<file path="src/rtl/multicycle_controlpath.sv">
// multicycle_controlpath: RV32I multicycle control FSM with memory wait-state
// handshake, six branch conditions from ALU flags, JAL and JALR sequencing.
// Params : MEM_WAIT   minimum extra cycles in FETCH/MEMREAD/MEMWRITE
// Inputs : clk, rst (async, active high), Instr, Zero/Neg/Carry/Ovf flags,
//          mem_ready (memory completion handshake)
// Outputs: PCWrite, IRWrite, RegWrite, MemWrite, AdrSrc strobes/select,
//          ResultSrc, ALUSrcA, ALUSrcB, ImmSrc, ALU_Control selects,
//          instr_done (last cycle of an instruction), illegal (trap state)
// Macro  : RV_UPPER_EN enables LUI/AUIPC via the UPPER state.
module multicycle_controlpath #(
  parameter int MEM_WAIT = 0
) (
  input  logic        clk,
  input  logic        rst,
  input  logic [31:0] Instr,
  input  logic        Zero,
  input  logic        Neg,
  input  logic        Carry,
  input  logic        Ovf,
  input  logic        mem_ready,
  output logic        PCWrite,
  output logic        IRWrite,
  output logic        RegWrite,
  output logic        MemWrite,
  output logic        AdrSrc,
  output logic [1:0]  ResultSrc,
  output logic [1:0]  ALUSrcA,
  output logic [1:0]  ALUSrcB,
  output logic [2:0]  ImmSrc,
  output logic [3:0]  ALU_Control,
  output logic        instr_done,
  output logic        illegal
);

  localparam int CW = (MEM_WAIT > 0) ? $clog2(MEM_WAIT + 1) : 1;

  localparam logic [6:0] OP_LOAD  = 7'b0000011;
  localparam logic [6:0] OP_STORE = 7'b0100011;
  localparam logic [6:0] OP_R     = 7'b0110011;
  localparam logic [6:0] OP_I     = 7'b0010011;
  localparam logic [6:0] OP_BR    = 7'b1100011;
  localparam logic [6:0] OP_JAL   = 7'b1101111;
  localparam logic [6:0] OP_JALR  = 7'b1100111;
  localparam logic [6:0] OP_LUI   = 7'b0110111;
  localparam logic [6:0] OP_AUIPC = 7'b0010111;

  localparam logic [3:0] ALU_ADD  = 4'b0000;
  localparam logic [3:0] ALU_SUB  = 4'b0001;
  localparam logic [3:0] ALU_AND  = 4'b0010;
  localparam logic [3:0] ALU_OR   = 4'b0011;
  localparam logic [3:0] ALU_XOR  = 4'b0100;
  localparam logic [3:0] ALU_SLT  = 4'b0101;
  localparam logic [3:0] ALU_SLTU = 4'b0110;
  localparam logic [3:0] ALU_SLL  = 4'b0111;
  localparam logic [3:0] ALU_SRL  = 4'b1000;
  localparam logic [3:0] ALU_SRA  = 4'b1001;

  localparam logic [2:0] IMM_I = 3'b000;
  localparam logic [2:0] IMM_S = 3'b001;
  localparam logic [2:0] IMM_B = 3'b010;
  localparam logic [2:0] IMM_J = 3'b011;
  localparam logic [2:0] IMM_U = 3'b100;

  typedef enum logic [3:0] {
    S_FETCH,
    S_DECODE,
    S_MEMADR,
    S_MEMREAD,
    S_MEMWB,
    S_MEMWRITE,
    S_EXECR,
    S_EXECI,
    S_ALUWB,
    S_BRANCH,
    S_JAL,
    S_JALR,
    S_LINK,
`ifdef RV_UPPER_EN
    S_UPPER,
`endif
    S_ILLEGAL
  } state_t;

  state_t         state_q, state_d;
  logic [CW-1:0]  cnt_q, cnt_d;

  logic [6:0] op;
  logic [2:0] f3;
  logic       mem_done;
  logic       br_ok, br_tk;
  logic [3:0] alu_dec;
  state_t     disp;
  logic       pcw, irw, rw, mw;
  logic       done_raw, ill_raw;
  logic       unused_instr;

  assign op = Instr[6:0];
  assign f3 = Instr[14:12];
  assign unused_instr = ^{Instr[31], Instr[29:15], Instr[11:7]};

  // Memory completion: counter drained and memory reports ready.
  assign mem_done = (cnt_q == '0) && mem_ready;

  // Immediate format follows the opcode in every state.
  always_comb begin
    ImmSrc = IMM_I;
    unique case (1'b1)
      (op == OP_STORE): ImmSrc = IMM_S;
      (op == OP_BR):    ImmSrc = IMM_B;
      (op == OP_JAL):   ImmSrc = IMM_J;
`ifdef RV_UPPER_EN
      (op == OP_LUI),
      (op == OP_AUIPC): ImmSrc = IMM_U;
`endif
      default:          ImmSrc = IMM_I;
    endcase
  end

  // Only R-type can select SUB through bit 30; addi ignores it.
  always_comb begin
    case (f3)
      3'b000: alu_dec = (state_q == S_EXECR && Instr[30]) ? ALU_SUB : ALU_ADD;
      3'b001: alu_dec = ALU_SLL;
      3'b010: alu_dec = ALU_SLT;
      3'b011: alu_dec = ALU_SLTU;
      3'b100: alu_dec = ALU_XOR;
      3'b101: alu_dec = Instr[30] ? ALU_SRA : ALU_SRL;
      3'b110: alu_dec = ALU_OR;
      default: alu_dec = ALU_AND;
    endcase
  end

  // Flags come from rs1 - rs2 in the BRANCH cycle itself.
  always_comb begin
    br_ok = 1'b1;
    br_tk = 1'b0;
    case (f3)
      3'b000: br_tk = Zero;
      3'b001: br_tk = !Zero;
      3'b100: br_tk = Neg ^ Ovf;
      3'b101: br_tk = !(Neg ^ Ovf);
      3'b110: br_tk = !Carry;
      3'b111: br_tk = Carry;
      default: br_ok = 1'b0;
    endcase
  end

  always_comb begin
    disp = S_ILLEGAL;
    case (op)
      OP_LOAD,
      OP_STORE: disp = S_MEMADR;
      OP_R:     disp = S_EXECR;
      OP_I:     disp = S_EXECI;
      OP_BR:    disp = S_BRANCH;
      OP_JAL:   disp = S_JAL;
      OP_JALR:  disp = S_JALR;
`ifdef RV_UPPER_EN
      OP_LUI,
      OP_AUIPC: disp = S_UPPER;
`endif
      default:  disp = S_ILLEGAL;
    endcase
  end

  always_comb begin
    state_d     = state_q;
    pcw         = 1'b0;
    irw         = 1'b0;
    rw          = 1'b0;
    mw          = 1'b0;
    ill_raw     = 1'b0;
    AdrSrc      = 1'b0;
    ResultSrc   = 2'b00;
    ALUSrcA     = 2'b00;
    ALUSrcB     = 2'b00;
    ALU_Control = ALU_ADD;
    unique case (state_q)
      S_FETCH: begin
        ALUSrcB   = 2'b10;
        ResultSrc = 2'b10;
        if (mem_done) begin
          irw     = 1'b1;
          pcw     = 1'b1;
          state_d = S_DECODE;
        end
      end
      S_DECODE: begin
        ALUSrcA = 2'b01;
        ALUSrcB = 2'b01;
        state_d = disp;
      end
      S_MEMADR: begin
        ALUSrcA = 2'b10;
        ALUSrcB = 2'b01;
        state_d = Instr[5] ? S_MEMWRITE : S_MEMREAD;
      end
      S_MEMREAD: begin
        AdrSrc = 1'b1;
        if (mem_done) state_d = S_MEMWB;
      end
      S_MEMWB: begin
        ResultSrc = 2'b01;
        rw        = 1'b1;
        state_d   = S_FETCH;
      end
      S_MEMWRITE: begin
        AdrSrc = 1'b1;
        mw     = 1'b1;
        if (mem_done) state_d = S_FETCH;
      end
      S_EXECR: begin
        ALUSrcA     = 2'b10;
        ALU_Control = alu_dec;
        state_d     = S_ALUWB;
      end
      S_EXECI: begin
        ALUSrcA     = 2'b10;
        ALUSrcB     = 2'b01;
        ALU_Control = alu_dec;
        state_d     = S_ALUWB;
      end
      S_ALUWB: begin
        rw      = 1'b1;
        state_d = S_FETCH;
      end
      S_BRANCH: begin
        ALUSrcA     = 2'b10;
        ALU_Control = ALU_SUB;
        if (br_ok) begin
          pcw     = br_tk;
          state_d = S_FETCH;
        end else begin
          state_d = S_ILLEGAL;
        end
      end
      S_JAL: begin
        ALUSrcA = 2'b01;
        ALUSrcB = 2'b10;
        pcw     = 1'b1;
        state_d = S_ALUWB;
      end
      S_JALR: begin
        ALUSrcA   = 2'b10;
        ALUSrcB   = 2'b01;
        ResultSrc = 2'b10;
        pcw       = 1'b1;
        state_d   = S_LINK;
      end
      S_LINK: begin
        ALUSrcA = 2'b01;
        ALUSrcB = 2'b10;
        state_d = S_ALUWB;
      end
`ifdef RV_UPPER_EN
      S_UPPER: begin
        // LUI adds the immediate to zero, AUIPC to the old PC.
        ALUSrcA = Instr[5] ? 2'b11 : 2'b01;
        ALUSrcB = 2'b01;
        state_d = S_ALUWB;
      end
`endif
      S_ILLEGAL: begin
        ill_raw = 1'b1;
      end
      default: begin
        state_d = S_ILLEGAL;
      end
    endcase
  end

  // Only terminal states ever return to FETCH.
  assign done_raw = (state_q != S_FETCH) && (state_d == S_FETCH);

  // Counter reloads on every state change so each memory state starts fresh.
  always_comb begin
    if (state_d != state_q) begin
      cnt_d = CW'(MEM_WAIT);
    end else if (cnt_q != '0) begin
      cnt_d = cnt_q - 1'b1;
    end else begin
      cnt_d = cnt_q;
    end
  end

  always_ff @(posedge clk or posedge rst) begin
    if (rst) begin
      state_q <= S_FETCH;
      cnt_q   <= CW'(MEM_WAIT);
    end else begin
      state_q <= state_d;
      cnt_q   <= cnt_d;
    end
  end

  // Strobes are masked combinationally so they drop the moment rst rises.
  assign PCWrite    = pcw      & ~rst;
  assign IRWrite    = irw      & ~rst;
  assign RegWrite   = rw       & ~rst;
  assign MemWrite   = mw       & ~rst;
  assign instr_done = done_raw & ~rst;
  assign illegal    = ill_raw  & ~rst;

endmodule

</file>
<file path="config.mk">
export PLATFORM = sky130hd
export DESIGN_NAME = multicycle_controlpath
export DESIGN_NICKNAME = d
export VERILOG_FILES = /design/src/rtl/multicycle_controlpath.sv
export SDC_FILE = /design/constraint.sdc
export NUM_CORES = 1
export LEC_CHECK = 0
export CORE_AREA = 3 3 53 55
export CTS_CLUSTER_DIAMETER = 40
export CTS_CLUSTER_SIZE = 10
export DETAILED_ROUTE_END_ITERATION = 12
export DIE_AREA = 0 0 56 58
export HOLD_SLACK_MARGIN = 0.12
export MAX_ROUTING_LAYER = met4
export PLACE_DENSITY = 0.78
export SLEW_MARGIN = 20
export SYNTH_ARGS = -nofsm -noshare
export SYNTH_HDL_FRONTEND = slang
export SYNTH_SLANG_ARGS = --single-unit
</file>
<file path="constraint.sdc">
create_clock -name clk -period 1.5 [get_ports clk]
set_input_delay 0.15 -clock clk [delete_from_list [all_inputs] [get_ports clk]]
set_output_delay 0.15 -clock clk [all_outputs]
set_load 0.1 [all_outputs]
</file>
## Yosys cells after proc, flatten, opt, wreduce, memory -nomap -nowiden

Cells that the tools add are included.

| storage, ports and cells | value |
|---|---|
| register bits after elaboration | 5 |
| output and inout bits | 20 |
| word-level logic and storage cells | 89 |

| cells by class | value |
|---|---|
| add/sub/neg operators | 1 |
| equality and inequality tests | 28 |
| multiplexer cells | 27 |
| bitwise logic cells | 9 |
| reductions and logical operators | 22 |

Operators by type and width:

| kind | number |
|---|---|
| one-hot mux 4 bit (10 select lines) | 1 |
| one-hot mux 4 bit (7 select lines) | 1 |
| == test 4 bit, second input constant | 6 |
| one-hot mux 4 bit (6 select lines) | 1 |
| == test 7 bit, second input constant | 3 |
| == test 4 x 3 -> 1 bit, second input constant | 4 |
| two-way mux 4 bit | 4 |
| == test 7 x 6 -> 1 bit, second input constant | 2 |
| == test 3 bit, second input constant | 4 |
| two-way mux 1 bit | 12 |
| one-hot mux 2 bit (2 select lines) | 3 |
| OR reduction 2 bit | 6 |
| == test 4 x 2 -> 1 bit, second input constant | 2 |
| logical NOT 4 bit | 2 |
| one-hot mux 4 bit (2 select lines) | 1 |
| OR reduction 4 bit | 2 |
| == test 7 x 2 -> 1 bit, second input constant | 1 |
| == test 7 x 5 -> 1 bit, second input constant | 1 |
| bitwise AND 1 bit | 6 |
| == test 3 x 2 -> 1 bit, second input constant | 2 |
| one-hot mux 1 bit (6 select lines) | 1 |
| one-hot mux 2 bit (3 select lines) | 1 |
| OR reduction 3 bit | 2 |
| OR reduction 6 bit | 1 |
| other kinds (13) | 18 |

## Longest topological paths before layout

| logic depth | value |
|---|---|
| depth after elaboration | 8 |
| gate-level depth with buffers | 5 |
| gate-level depth less buffers | 4 |

## Least setup slack after synthesis

No wires, ideal clock.

| timing path | value |
|---|---|
| path type | register -> output |
| start point | reg state_q[3] |
| end point | out instr_done |
| arrival time | 3.843 ns |
| data required time | 1.350 ns |
| path slack | -2.493 ns |
| stages on the path, launching flop included | 6 |
| cells stage by stage | dfrtp_1 -> buf_2 -> clkbuf_1 -> o211ai_1 -> o211ai_1 -> nor4_1 |

| between the ends | value |
|---|---|
| word-level cells in the longest chain between the ends | 6 |
| elaborated cells between the ends (all ways) | 24 |
| those cells by class | eq/ne: 13; mux: 4; bitwise: 1; reduce/logical: 6 |

Ends and longest elaborated chain:

| item | line | text |
|---|---|---|
| from (decl) | 84 | `state_t state_q, state_d;` |
| from (signal assigned) | 291 | `state_q <= state_d;` |
| == test 4 x 3 -> 1 bit / == test 4 bit (equally long branches) | 178 | `unique case (state_q)` |
| OR reduction 4 bit (no source line) / OR reduction 2 bit (equally long branches) | n/a |  |
| one-hot mux 4 bit (10 select lines) | 178 |  |
| logical NOT 4 bit | 273 | `assign done_raw = (state_q != S_FETCH) && (state_d == S_FETCH);` |
| logical AND 1 bit (*) | 273 |  |
| bitwise AND 1 bit (*) | 301 | `assign instr_done = done_raw & ~rst;` |
| to (decl) | 31 | `output logic instr_done,` |

Every way passes the cells marked *; elsewhere a longest branch is shown, timed or not.

## Worst setup path in the final report

| timing path | value |
|---|---|
| start point | reg state_q[0] |
| end point | out instr_done |

Same word-level chain as after synthesis.

==> impl_metrics.csv <==
group,metric,value,unit
worst_setup_path,cp.required,1.35,ns
route,drtIter0Drc,51,
worst_setup_path,rr_startpoint,"state_q[0]$_DFF_PP0_",
synthesis,synth-compound-area-share,0.2561,
floorplan,num_rows,18,
synthesis,ys_ff_latch,4,
finish,nFillCells,81,
run_status,violations,"negative setup slack",
global_route,overflow,0,
synthesis,synth_fa_ha_area_frac,0,
finish,layout-drive-gt1-share,0.6571,
clock_network,clkTransAtPathRegs,0.04,ns
timing,final-setup-viol-count,19,
finish,multi_input_area,969.7,µm²
clock_network,clock_latency,0.25,ns
finish,reg_top3,"state_q: 4 flops",
worst_setup_path,crit_start,"state_q[0]$_DFF_PP0_",
finish,nets,251,
route,ant_nets,0,
global_route,grt_pass1_wl,6.658,mm
finish,seqCellArea,103.9,µm²
finish,regMostFlops,"state_q",
global_route,antenna_found_initial,0,
pwr,switching_share,0.5515,
floorplan,boundaryPins,59,
pwr,switching_power,2.386,mW
synthesis,synth_ff_type,"dfrtp_1",
route,wl,5.167,mm
synthesis,synthMuxAreaShare,0.03811,
worst_setup_path,cp_slowest_cell,"dfrtp_2",
pwr,p_seq_frac,0.056,
pwr,p_per_area,1917,nW/µm²
global_route,grtUsageTotal,0.2708,
finish,utilization,0.9280,
worst_setup_path,max_stage_delay,0.44,ns
synthesis,syn-num-nets,157,
synthesis,synth_cell_type_count,45,
pwr,irDropWorstVdd,1.946,mV
synthesis,post_synth_xor_area_fraction,0.09146,
synthesis,synth_top_family_by_area,"simple AND/OR/NAND/NOR gates",
finish,diodes,0,
worst_hold_path,hold_class,"in2reg",
clock_network,ctsHoldBuffers,0,
finish,areaGrowthSynthToFinish,175.0,%
floorplan,dieHeight,58,µm
timing,skew,0.004354,ns
pwr,p_leak,0.9953,nW
pwr,p_comb_frac,0.910,
clock_network,clk_path_buf_depth,2,
clock_network,htreeDepth,1,
synthesis,async_flop_share,1.000,
worst_setup_path,cp_data_arrival_time,1.95,ns
global_route,grt_max_degree,9,
clock_network,cts_inserted_buffers,3,
worst_setup_path,start_kind,"flip-flop",
floorplan,die-area,3248,µm²
synthesis,syn_area,820.8,µm²
finish,largest_register_ffs,4,
worst_setup_path,path_cells,"buf_4 -> mux2i_1 -> and3b_1 -> o21ai_2 -> nor4_4 -> buf_12",
synthesis,synthCells,118,
placed_design,place_ws,-0.3713,ns
clock_network,cts_tree,"built",
clock_network,root_buffer,"clkbuf_4",
clock_network,clock-sinks,4,
worst_setup_path,crit_type,"reg2out",
timing,post-route-period-util,1.397,
pwr,power_frac_clock,0.034,
route,drcViolationCount,0,
timing,max_freq,477.3,MHz
timing,rsz0062_at_grt,"yes",
route,vias,1473,
pwr,p_int,1.941,mW
synthesis,yosysWarnings,0,
synthesis,synth_area_per_cell,6.956,µm²
job,cap_violations,0,
worst_setup_path,endpoint_kind,"output pin",
pwr,power,4.326,mW
worst_setup_path,critPathMaxFanout,5,
worst_hold_path,hold_start,"Instr[4]",
floorplan,coreArea,2432,µm²
synthesis,yosys.area_share.simple,0.4009,
route,dr.pass1.iters,4,
placed_design,gp_congestion,0.8833,
route,viasPerCell,6.138,
floorplan,fp.dieW,56,µm
floorplan,initial_core_util,0.3374,
placed_design,io_buffers,36,
timing,period_minus_slack,2.095,ns
run_status,outcome,"finished, violations left",
synthesis,seq_area_frac_synth,0.1220,
synthesis,synth_edf_count,0,
timing,final-max-slew-violation-count,0,
placed_design,dp_hpwl,2.663,mm
route,avgRoutedWirePerCell,21.53,µm
timing,finalHoldViolCount,0,
global_route,grt_pass1_vias,1478,
timing,setup_slack,-0.5952,ns
-- critical path, delay by kind of cell (launching register included) --
family	cells	cell delay [ns]
flops	1	0.44
simple gates	2	0.64
buf+inv	2	0.39
mux	1	0.15
compound gates	1	0.08
-- power by group through the flow --
stage               combinational (mW)  sequential, mW  clock [mW]
floorplan                         1.99           0.176           0
global placement                  3.07           0.239           0
detailed placement                3.11           0.240           0
CTS                               3.44           0.237       0.141
global route                      4.05           0.244       0.157
finish                            3.94           0.242       0.147
-- placed cells by master (no fill, tap or decap), types with 4 or more instances in the layout --
cell type         n
buf_4            46
buf_12           19
buf_6            17
clkdlybuf4s50_1   9
nand2_1           7
o211ai_1          7
a21oi_1           5
nor3_4            4
nor2_1            4
xnor2_1           4
dlygate4sd2_1     4
dlymetal6s2s_1    4
-- routing by layer --
| metal | wire length (µm) | global-route usage |
|---|---|---|
| met2 | 2542 | 0.4958 |
| met4 | 377 | 0.1661 |
| met1 | 1811 | 0.2582 |
| met5 | 0 | - |
| met3 | 435 | 0.06013 |
-- worst paths after layout --
| path | slack, ns | endpoint | cells past startpoint |
|---|---|---|---|
| setup / recovery | -0.60 | instr_done | 6 |
| hold / removal | 0.46 | state_q[0]$_DFF_PP0_ | 3 |
| setup reg to reg | -0.40 | state_q[2]$_DFF_PP0_ | 9 |
| hold reg to reg | 0.69 | state_q[1]$_DFF_PP0_ | 2 |
| max in group asynchronous | 0.83 | state_q[3]$_DFF_PP0_ | 4 |
| min in group asynchronous | 0.56 | state_q[0]$_DFF_PP0_ | 4 |
-- timing repair --
action	in CTS	in global routing
resized for setup	39	32
endpoints found under the setup margin	20	21
setup buffers	10	8
pin swaps	17	13
-- area by class of cell --
class | count | area share
multi-input cells | 100 | 0.4296
clock buffers | 3 | 0.009978
inverters | 3 | 0.007206
well taps | 30 | 0.01663
flip-flops and latches | 4 | 0.04601
repair buffers | 100 | 0.4906
-- through the flow --
step / hold slack (ns) / area (µm²) / instances / TNS [ns]
floorplan: -0.07564 / 1026 / 118 / -3.500
global placement: 0.6409 / 1876 / 220 / -2.099
detailed placement: 0.6394 / 1876 / 220 / -2.552
CTS: 0.4550 / 2088 / 233 / -4.361
global route: 0.4999 / 2257 / 240 / -6.419
finish: 0.4552 / 2257 / 240 / -5.745
-- synthesized netlist by cell type (4+ instances only) --
master | number | area share
nor3_1 | 5 | 0.030
buf_2 | 6 | 0.037
o211ai_1 | 7 | 0.064
nor2_1 | 8 | 0.037
xnor2_1 | 5 | 0.053
a21oi_1 | 9 | 0.055
nand2_1 | 12 | 0.055
nor2b_1 | 6 | 0.046
o21ai_0 | 5 | 0.030
dfrtp_1 | 4 | 0.12
-- logic make-up (layout without fill, tap and decap cells) --
| kind of cell | Yosys count | in the layout |
|---|---|---|
| mux | 3 | 3 |
| xor+xnor | 7 | 7 |
| flops | 4 | 4 |
| compound gates | 32 | 32 |
| simple gates | 57 | 57 |
| other cells | 1 | 1 |
| buf+inv | 14 | 106 |
Power figures use the tool's default switching activity.
